--- config.mk ---
export PLATFORM = sky130hd
export DESIGN_NAME = hdmi_timing_gen
export DESIGN_NICKNAME = d
export VERILOG_FILES = /design/src/rtl/hdmi_timing_gen.sv
export SDC_FILE = /design/constraint.sdc
export NUM_CORES = 1
export LEC_CHECK = 0
export CORE_ASPECT_RATIO = 1.5
export CORE_MARGIN = 2
export CORE_UTILIZATION = 50
export CTS_CLUSTER_DIAMETER = 60
export CTS_CLUSTER_SIZE = 16
export DETAILED_ROUTE_END_ITERATION = 7
export GPL_ROUTABILITY_DRIVEN = 0
export PLACE_DENSITY_LB_ADDON = 0.2
export RECOVER_POWER = 100
export SKIP_CTS_REPAIR_TIMING = 1
export SLEW_MARGIN = 5
export SYNTH_ARGS = -nofsm -noshare
export SYNTH_HDL_FRONTEND = slang
export SYNTH_SLANG_ARGS = --single-unit
--- constraint.sdc ---
create_clock -name clk_hdmi_i -period 2.2 [get_ports clk_hdmi_i]
set_input_delay 0.33 -clock clk_hdmi_i [delete_from_list [all_inputs] [get_ports clk_hdmi_i]]
set_output_delay 0.33 -clock clk_hdmi_i [all_outputs]
set_load 0.1 [all_outputs]
--- src/rtl/hdmi_timing_gen.sv ---
// Video raster timing generator: counts pixels and lines, requests framebuffer pixels,
// and drives registered, mutually aligned HDMI DE/HS/VS/RGB with a 2-cycle pipeline.
module hdmi_timing_gen #(
  parameter int   HActive  = 640,
  parameter int   HFront   = 16,
  parameter int   HSync    = 96,
  parameter int   HBack    = 48,
  parameter int   VActive  = 480,
  parameter int   VFront   = 10,
  parameter int   VSync    = 2,
  parameter int   VBack    = 33,
  parameter logic HSyncPol = 1'b0,
  parameter logic VSyncPol = 1'b0
) (
  input  logic                       clk_hdmi_i,
  input  logic                       rst_hdmi_ni,
  input  logic                       enable_i,
  output logic                       pix_req_o,
  output logic [$clog2(HActive)-1:0] pix_x_o,
  output logic [$clog2(VActive)-1:0] pix_y_o,
  input  logic [7:0]                 pix_r_i,
  input  logic [7:0]                 pix_g_i,
  input  logic [7:0]                 pix_b_i,
  output logic                       frame_start_o,
  output logic                       running_o,
  output logic                       hdmi_tx_de_o,
  output logic                       hdmi_tx_hs_o,
  output logic                       hdmi_tx_vs_o,
  output logic [7:0]                 hdmi_tx_r_o,
  output logic [7:0]                 hdmi_tx_g_o,
  output logic [7:0]                 hdmi_tx_b_o
);

  localparam int HTotal = HActive + HFront + HSync + HBack;
  localparam int VTotal = VActive + VFront + VSync + VBack;
  localparam int HW     = $clog2(HTotal);
  localparam int VW     = $clog2(VTotal);
  localparam int XW     = $clog2(HActive);
  localparam int YW     = $clog2(VActive);

  // One extra bit so region bounds equal to the total still fit.
  localparam logic [HW:0]   HActEnd = (HW+1)'(HActive);
  localparam logic [HW:0]   HsStart = (HW+1)'(HActive + HFront);
  localparam logic [HW:0]   HsEnd   = (HW+1)'(HActive + HFront + HSync);
  localparam logic [VW:0]   VActEnd = (VW+1)'(VActive);
  localparam logic [VW:0]   VsStart = (VW+1)'(VActive + VFront);
  localparam logic [VW:0]   VsEnd   = (VW+1)'(VActive + VFront + VSync);
  localparam logic [HW-1:0] HLast   = HW'(HTotal - 1);
  localparam logic [VW-1:0] VLast   = VW'(VTotal - 1);

  typedef enum logic [1:0] {IDLE, RUN, DRAIN} state_e;

  state_e          state_q, state_d;
  logic [HW-1:0]   h_cnt_q, h_cnt_d;
  logic [VW-1:0]   v_cnt_q, v_cnt_d;
  logic            running_q;

  logic            req_q, fs_q, hs_act_q, vs_act_q;
  logic [XW-1:0]   x_q;
  logic [YW-1:0]   y_q;

  logic            de_q, hs_q, vs_q;
  logic [7:0]      r_q, g_q, b_q;

  logic            h_last, v_last, counting;
  logic            active_s0, hs_act_s0, vs_act_s0, fs_s0;
  logic [HW:0]     h_ext;
  logic [VW:0]     v_ext;

  assign h_last   = (h_cnt_q == HLast);
  assign v_last   = (v_cnt_q == VLast);
  assign counting = (state_q != IDLE);
  assign h_ext    = {1'b0, h_cnt_q};
  assign v_ext    = {1'b0, v_cnt_q};

  // Stage 0: region decode, forced inactive while idle so the outputs blank.
  assign active_s0 = counting && (h_ext < HActEnd) && (v_ext < VActEnd);
  assign hs_act_s0 = counting && (h_ext >= HsStart) && (h_ext < HsEnd);
  assign vs_act_s0 = counting && (v_ext >= VsStart) && (v_ext < VsEnd);
  assign fs_s0     = counting && (h_cnt_q == '0) && (v_cnt_q == '0);

  always_comb begin
    // NOTE: every variable gets a default before the case so no path infers a latch.
    state_d = state_q;
    h_cnt_d = h_cnt_q;
    v_cnt_d = v_cnt_q;
    unique case (state_q)
      IDLE: begin
        h_cnt_d = '0;
        v_cnt_d = '0;
        if (enable_i) state_d = RUN;
      end
      RUN, DRAIN: begin
        h_cnt_d = h_last ? '0 : h_cnt_q + HW'(1);
        if (h_last) v_cnt_d = v_last ? '0 : v_cnt_q + VW'(1);
        if (state_q == RUN) begin
          if (!enable_i) state_d = DRAIN;
        end else if (enable_i) begin
          state_d = RUN;
        end else if (h_last && v_last) begin
          state_d = IDLE;
        end
      end
      default: state_d = IDLE;
    endcase
  end

  // NOTE: non-blocking assignments keep every register sampling pre-edge values.
  always_ff @(posedge clk_hdmi_i or negedge rst_hdmi_ni) begin
    if (!rst_hdmi_ni) begin
      state_q   <= IDLE;
      h_cnt_q   <= '0;
      v_cnt_q   <= '0;
      running_q <= 1'b0;
      req_q     <= 1'b0;
      fs_q      <= 1'b0;
      hs_act_q  <= 1'b0;
      vs_act_q  <= 1'b0;
      x_q       <= '0;
      y_q       <= '0;
      de_q      <= 1'b0;
      hs_q      <= ~HSyncPol;
      vs_q      <= ~VSyncPol;
      r_q       <= '0;
      g_q       <= '0;
      b_q       <= '0;
    end else begin
      state_q   <= state_d;
      h_cnt_q   <= h_cnt_d;
      v_cnt_q   <= v_cnt_d;
      running_q <= (state_d != IDLE);
      // Stage 1: request and coordinates; coordinates hold outside active video.
      req_q     <= active_s0;
      fs_q      <= fs_s0;
      hs_act_q  <= hs_act_s0;
      vs_act_q  <= vs_act_s0;
      if (active_s0) begin
        x_q <= h_cnt_q[XW-1:0];
        y_q <= v_cnt_q[YW-1:0];
      end
      // Stage 2: syncs delayed to line up with the pixel data returned one cycle later.
      de_q      <= req_q;
      hs_q      <= hs_act_q ? HSyncPol : ~HSyncPol;
      vs_q      <= vs_act_q ? VSyncPol : ~VSyncPol;
      r_q       <= req_q ? pix_r_i : 8'h00;
      g_q       <= req_q ? pix_g_i : 8'h00;
      b_q       <= req_q ? pix_b_i : 8'h00;
    end
  end

  assign pix_req_o     = req_q;
  assign pix_x_o       = x_q;
  assign pix_y_o       = y_q;
  assign frame_start_o = fs_q;
  assign running_o     = running_q;
  assign hdmi_tx_de_o  = de_q;
  assign hdmi_tx_hs_o  = hs_q;
  assign hdmi_tx_vs_o  = vs_q;
  assign hdmi_tx_r_o   = r_q;
  assign hdmi_tx_g_o   = g_q;
  assign hdmi_tx_b_o   = b_q;

endmodule

==> impl_metrics.json <==
{
  "status": "complete, but fails checks",
  "violations": "capacitance limit, slew limit",
  "netlist_instances": 307,
  "synth.distinct_cells": 51,
  "initial_core_util_pct": 50.9,
  "syn_nets": 341,
  "synth.area.top_cells": "dfrtp_1 (55%), nand2_1 (7.0%), and2_1 (4.8%)",
  "p_total_w": 0.00566,
  "nets": 419,
  "powerDensity_nw_per_um2": 1430,
  "worst-slew-pin-transition_ns": 1.73,
  "first_pass_iters": 4,
  "sw_frac_of_total_pct": 50.8,
  "worstPathArrival_ns": 2.29,
  "avgViaCountPerCell": 5.25,
  "crit_slowest_cell": "dfrtp_1",
  "intPower_w": 0.00279,
  "synth_top_area_cell": "dfrtp_1",
  "htreeDepth": 3,
  "grt_pass1_wl_um": 11400,
  "io_pins": 76,
  "yosys.area.top_type_share_pct": 54.6,
  "final_util_pct": 61.9,
  "die_height_um": 103,
  "port_buffers": 75,
  "diodes": 0,
  "drive_gt1_share_pct": 15.4,
  "critPathBufInv": 1,
  "yosysMostFrequentCell": "dfrtp_1",
  "grt_usage_pct": 20.2,
  "finalSetupViolations": 0,
  "vias": 2448,
  "min-delay-start": "vs_act_q",
  "fillers": 568,
  "synth_edf_count": 0,
  "dp_cells": 450,
  "synth-main-ff-cell": "dfrtp_1",
  "ff2ff_setup_slack_ns": 0.19,
  "ys_seq_area_share_pct": 56.2,
  "path_cells": "inv_1 -> ha_1 -> nand4_4 -> or3_4 -> o311ai_0 -> o21a_1",
  "layoutNonFillerInstCount": 466,
  "hold_path.class": "flip-flop to flip-flop",
  "clk_pin_slew_ns": 0.08,
  "worstSkewPairLatency_ns": 0.34,
  "cts_sinks": 73,
  "critPathMaxFanout": 9,
  "finalClockSkew_ns": 0.00734,
  "hpwl_um": 4700,
  "slew_headroom_pct": -15.1,
  "grt_pass1_vias": 2452,
  "grt_overflow_total": 0,
  "drt_iter0_markers": 124,
  "cp-start-kind": "flip-flop",
  "clock.fmax_mhz": 498,
  "crit_family": "simple AND/OR/NAND/NOR gates",
  "wl_um": 6670,
  "drc_errors": 0,
  "clk_path_buf_depth": 2,
  "clockRootBuffer": "clkbuf_8",
  "numCtsBuffers": 9,
  "final.setup.tns_ns": 0,
  "crit_end": "v_cnt_q[3]",
  "syn_area_per_cell_um2": 10.6,
  "postRouteAntennaNets": 0,
  "grt_max_degree": 74,
  "r2r-end": "v_cnt_q[3]",
  "ys_ff_latch": 73,
  "maxCapViolCount": 1,
  "r2r-start": "state_q[0]",
  "die_w_um": 69.9,
  "ys_async_sr_fraction_pct": 100,
  "row_count": 36,
  "required_ns": 2.48,
  "path_depth": 6,
  "combinationalPowerShare_pct": 49.0,
  "period_needed_ns": 2.01,
  "syn_to_final_growth_pct": 21.6,
  "worstSetupStartpoint": "state_q[0]",
  "antenna_found_initial": 0,
  "cts_tree": "yes",
  "die_area_um2": 7180,
  "coreArea_um2": 6400,
  "p_sw_w": 0.00288,
  "ys_top_cells_by_count": "dfrtp_1 (71), nand2_1 (61), and2_1 (25), nor2_1 (16), o21ai_0 (12)",
  "slowest_delay_ns": 0.42,
  "report.final.hold_viol_count": 0,
  "rr_worst_depth": 6,
  "rsz0062_at_grt": "false",
  "syn_area_um2": 3250,
  "post-route-period-util_pct": 91.2,
  "power.share.clock_pct": 20.7,
  "ys_warn_count": 0,
  "worstSetupEndpointType": "flip-flop",
  "peakVddDrop_mv": 0.948,
  "path_class": "flip-flop to flip-flop",
  "leakage_nw": 1.84,
  "wl_per_cell_um": 14.3,
  "p_seq_share_pct": 30.3,
  "slew_viol_final": 74
}
-- cells in the final DEF (no fill, tap or decap), types with 2 or more instances in the layout --
cell,netlist,routed
a21o_1,2,2
a21oi_1,4,4
a22o_1,3,3
and2_0,0,12
and2_1,25,13
and3b_1,2,2
buf_1,1,3
buf_4,0,2
bufinv_16,0,2
clkbuf_1,7,19
clkbuf_2,1,33
clkbuf_8,2,10
clkdlybuf4s50_1,0,25
clkinvlp_4,0,3
dfrtp_1,71,71
dfstp_2,2,2
ha_1,7,7
inv_1,11,11
mux2i_1,2,2
nand2_1,61,61
nand2b_1,8,8
nand3_1,4,4
nand4_1,4,4
nand4b_1,2,2
nor2_1,16,16
nor2b_1,2,2
nor3_1,8,8
nor3b_1,2,2
nor4_1,6,6
nor4b_1,3,3
o21a_1,2,2
o21ai_0,12,12
o22a_1,2,2
o31ai_1,2,2
or3_1,3,2
xnor2_1,5,5
xor2_1,3,3
-- layout make-up --
cell class / instances / area (um2) / share of cell area (%)
Clock buffer: 10 / 138 / 3.48
Tap cell: 76 / 95.1 / 2.40
Clock inverter: 6 / 91.3 / 2.31
Sequential cell: 73 / 1830 / 46.2
Timing Repair Buffer: 83 / 518 / 13.1
Inverter: 11 / 41.3 / 1.04
Multi-Input combinational cell: 207 / 1240 / 31.4
-- routing by layer --
layer  wire length, um  track usage (%)  share of wire (%)
met1              2800             25.2                 42
met2              3290             31.9                 49
met3               412             6.45                6.2
met4               165             10.1                2.5
met5                 0                0                  0
-- registers in the layout, summed over array words and instances (netlist names) --
name           count
hdmi_tx_r_o        8
hdmi_tx_de_o       1
vs_act_q           1
pix_req_o          1
hdmi_tx_hs_o       1
state_q            2
h_cnt_q           10
v_cnt_q           10
hdmi_tx_b_o        8
pix_y_o            9
hdmi_tx_g_o        8
frame_start_o      1
pix_x_o           10
running_o          1
hdmi_tx_vs_o       1
hs_act_q           1
-- cell families after synthesis --
group | count (synthesis) | synth area share (%)
buffers and inverters | 27 | 5.38
adder cells (fa/ha/maj) | 7 | 2.69
AND/OR/NAND/NOR | 152 | 24.7
flip-flops | 73 | 56.2
AO/OA/AOI/OAI | 38 | 8.19
XOR/XNOR | 8 | 2.15
multiplexers | 2 | 0.615
-- power groups by stage --
stage	logic (W)	clock network (W)	registers [W]
2_1_floorplan	0.000829	0	0.00318
3_3_place_gp	0.00298	0	0.00175
3_5_place_dp	0.00300	0	0.00175
4_1_cts	0.00300	0.00120	0.00173
5_1_grt	0.00295	0.00127	0.00175
6_report	0.00278	0.00117	0.00172
-- how the worst min path moves through the flow --
stage	end	slack, ns	cells after the start
global route	hdmi_tx_hs_o	0.38	1
global placement	hdmi_tx_vs_o	0.34	1
finish	hdmi_tx_vs_o	0.35	1
CTS	hdmi_tx_g_o[0]	0.02	2
detailed placement	hdmi_tx_vs_o	0.35	1
floorplan	frame_start_o	0.03	0
-- worst register-to-register path: cells and delay by family (launching register included) --
family	cells	cell delay, ns
AO/OA/AOI/OAI	2	0.53
adder cells (fa/ha/maj)	1	0.39
buffers and inverters	1	0.08
flip-flops	1	0.42
AND/OR/NAND/NOR	2	0.53
-- metrics by stage --
step           hold slack [ns]  worst slack, ns  instance area [um2]
2_1_floorplan           0.0344            0.273                 3250
3_3_place_gp             0.341            0.248                 3920
3_5_place_dp             0.345            0.164                 3920
4_1_cts                 0.0193            0.146                 4150
5_1_grt                  0.383           0.0461                 3960
6_report                 0.354            0.193                 3960
Power figures use the tool's default switching activity.
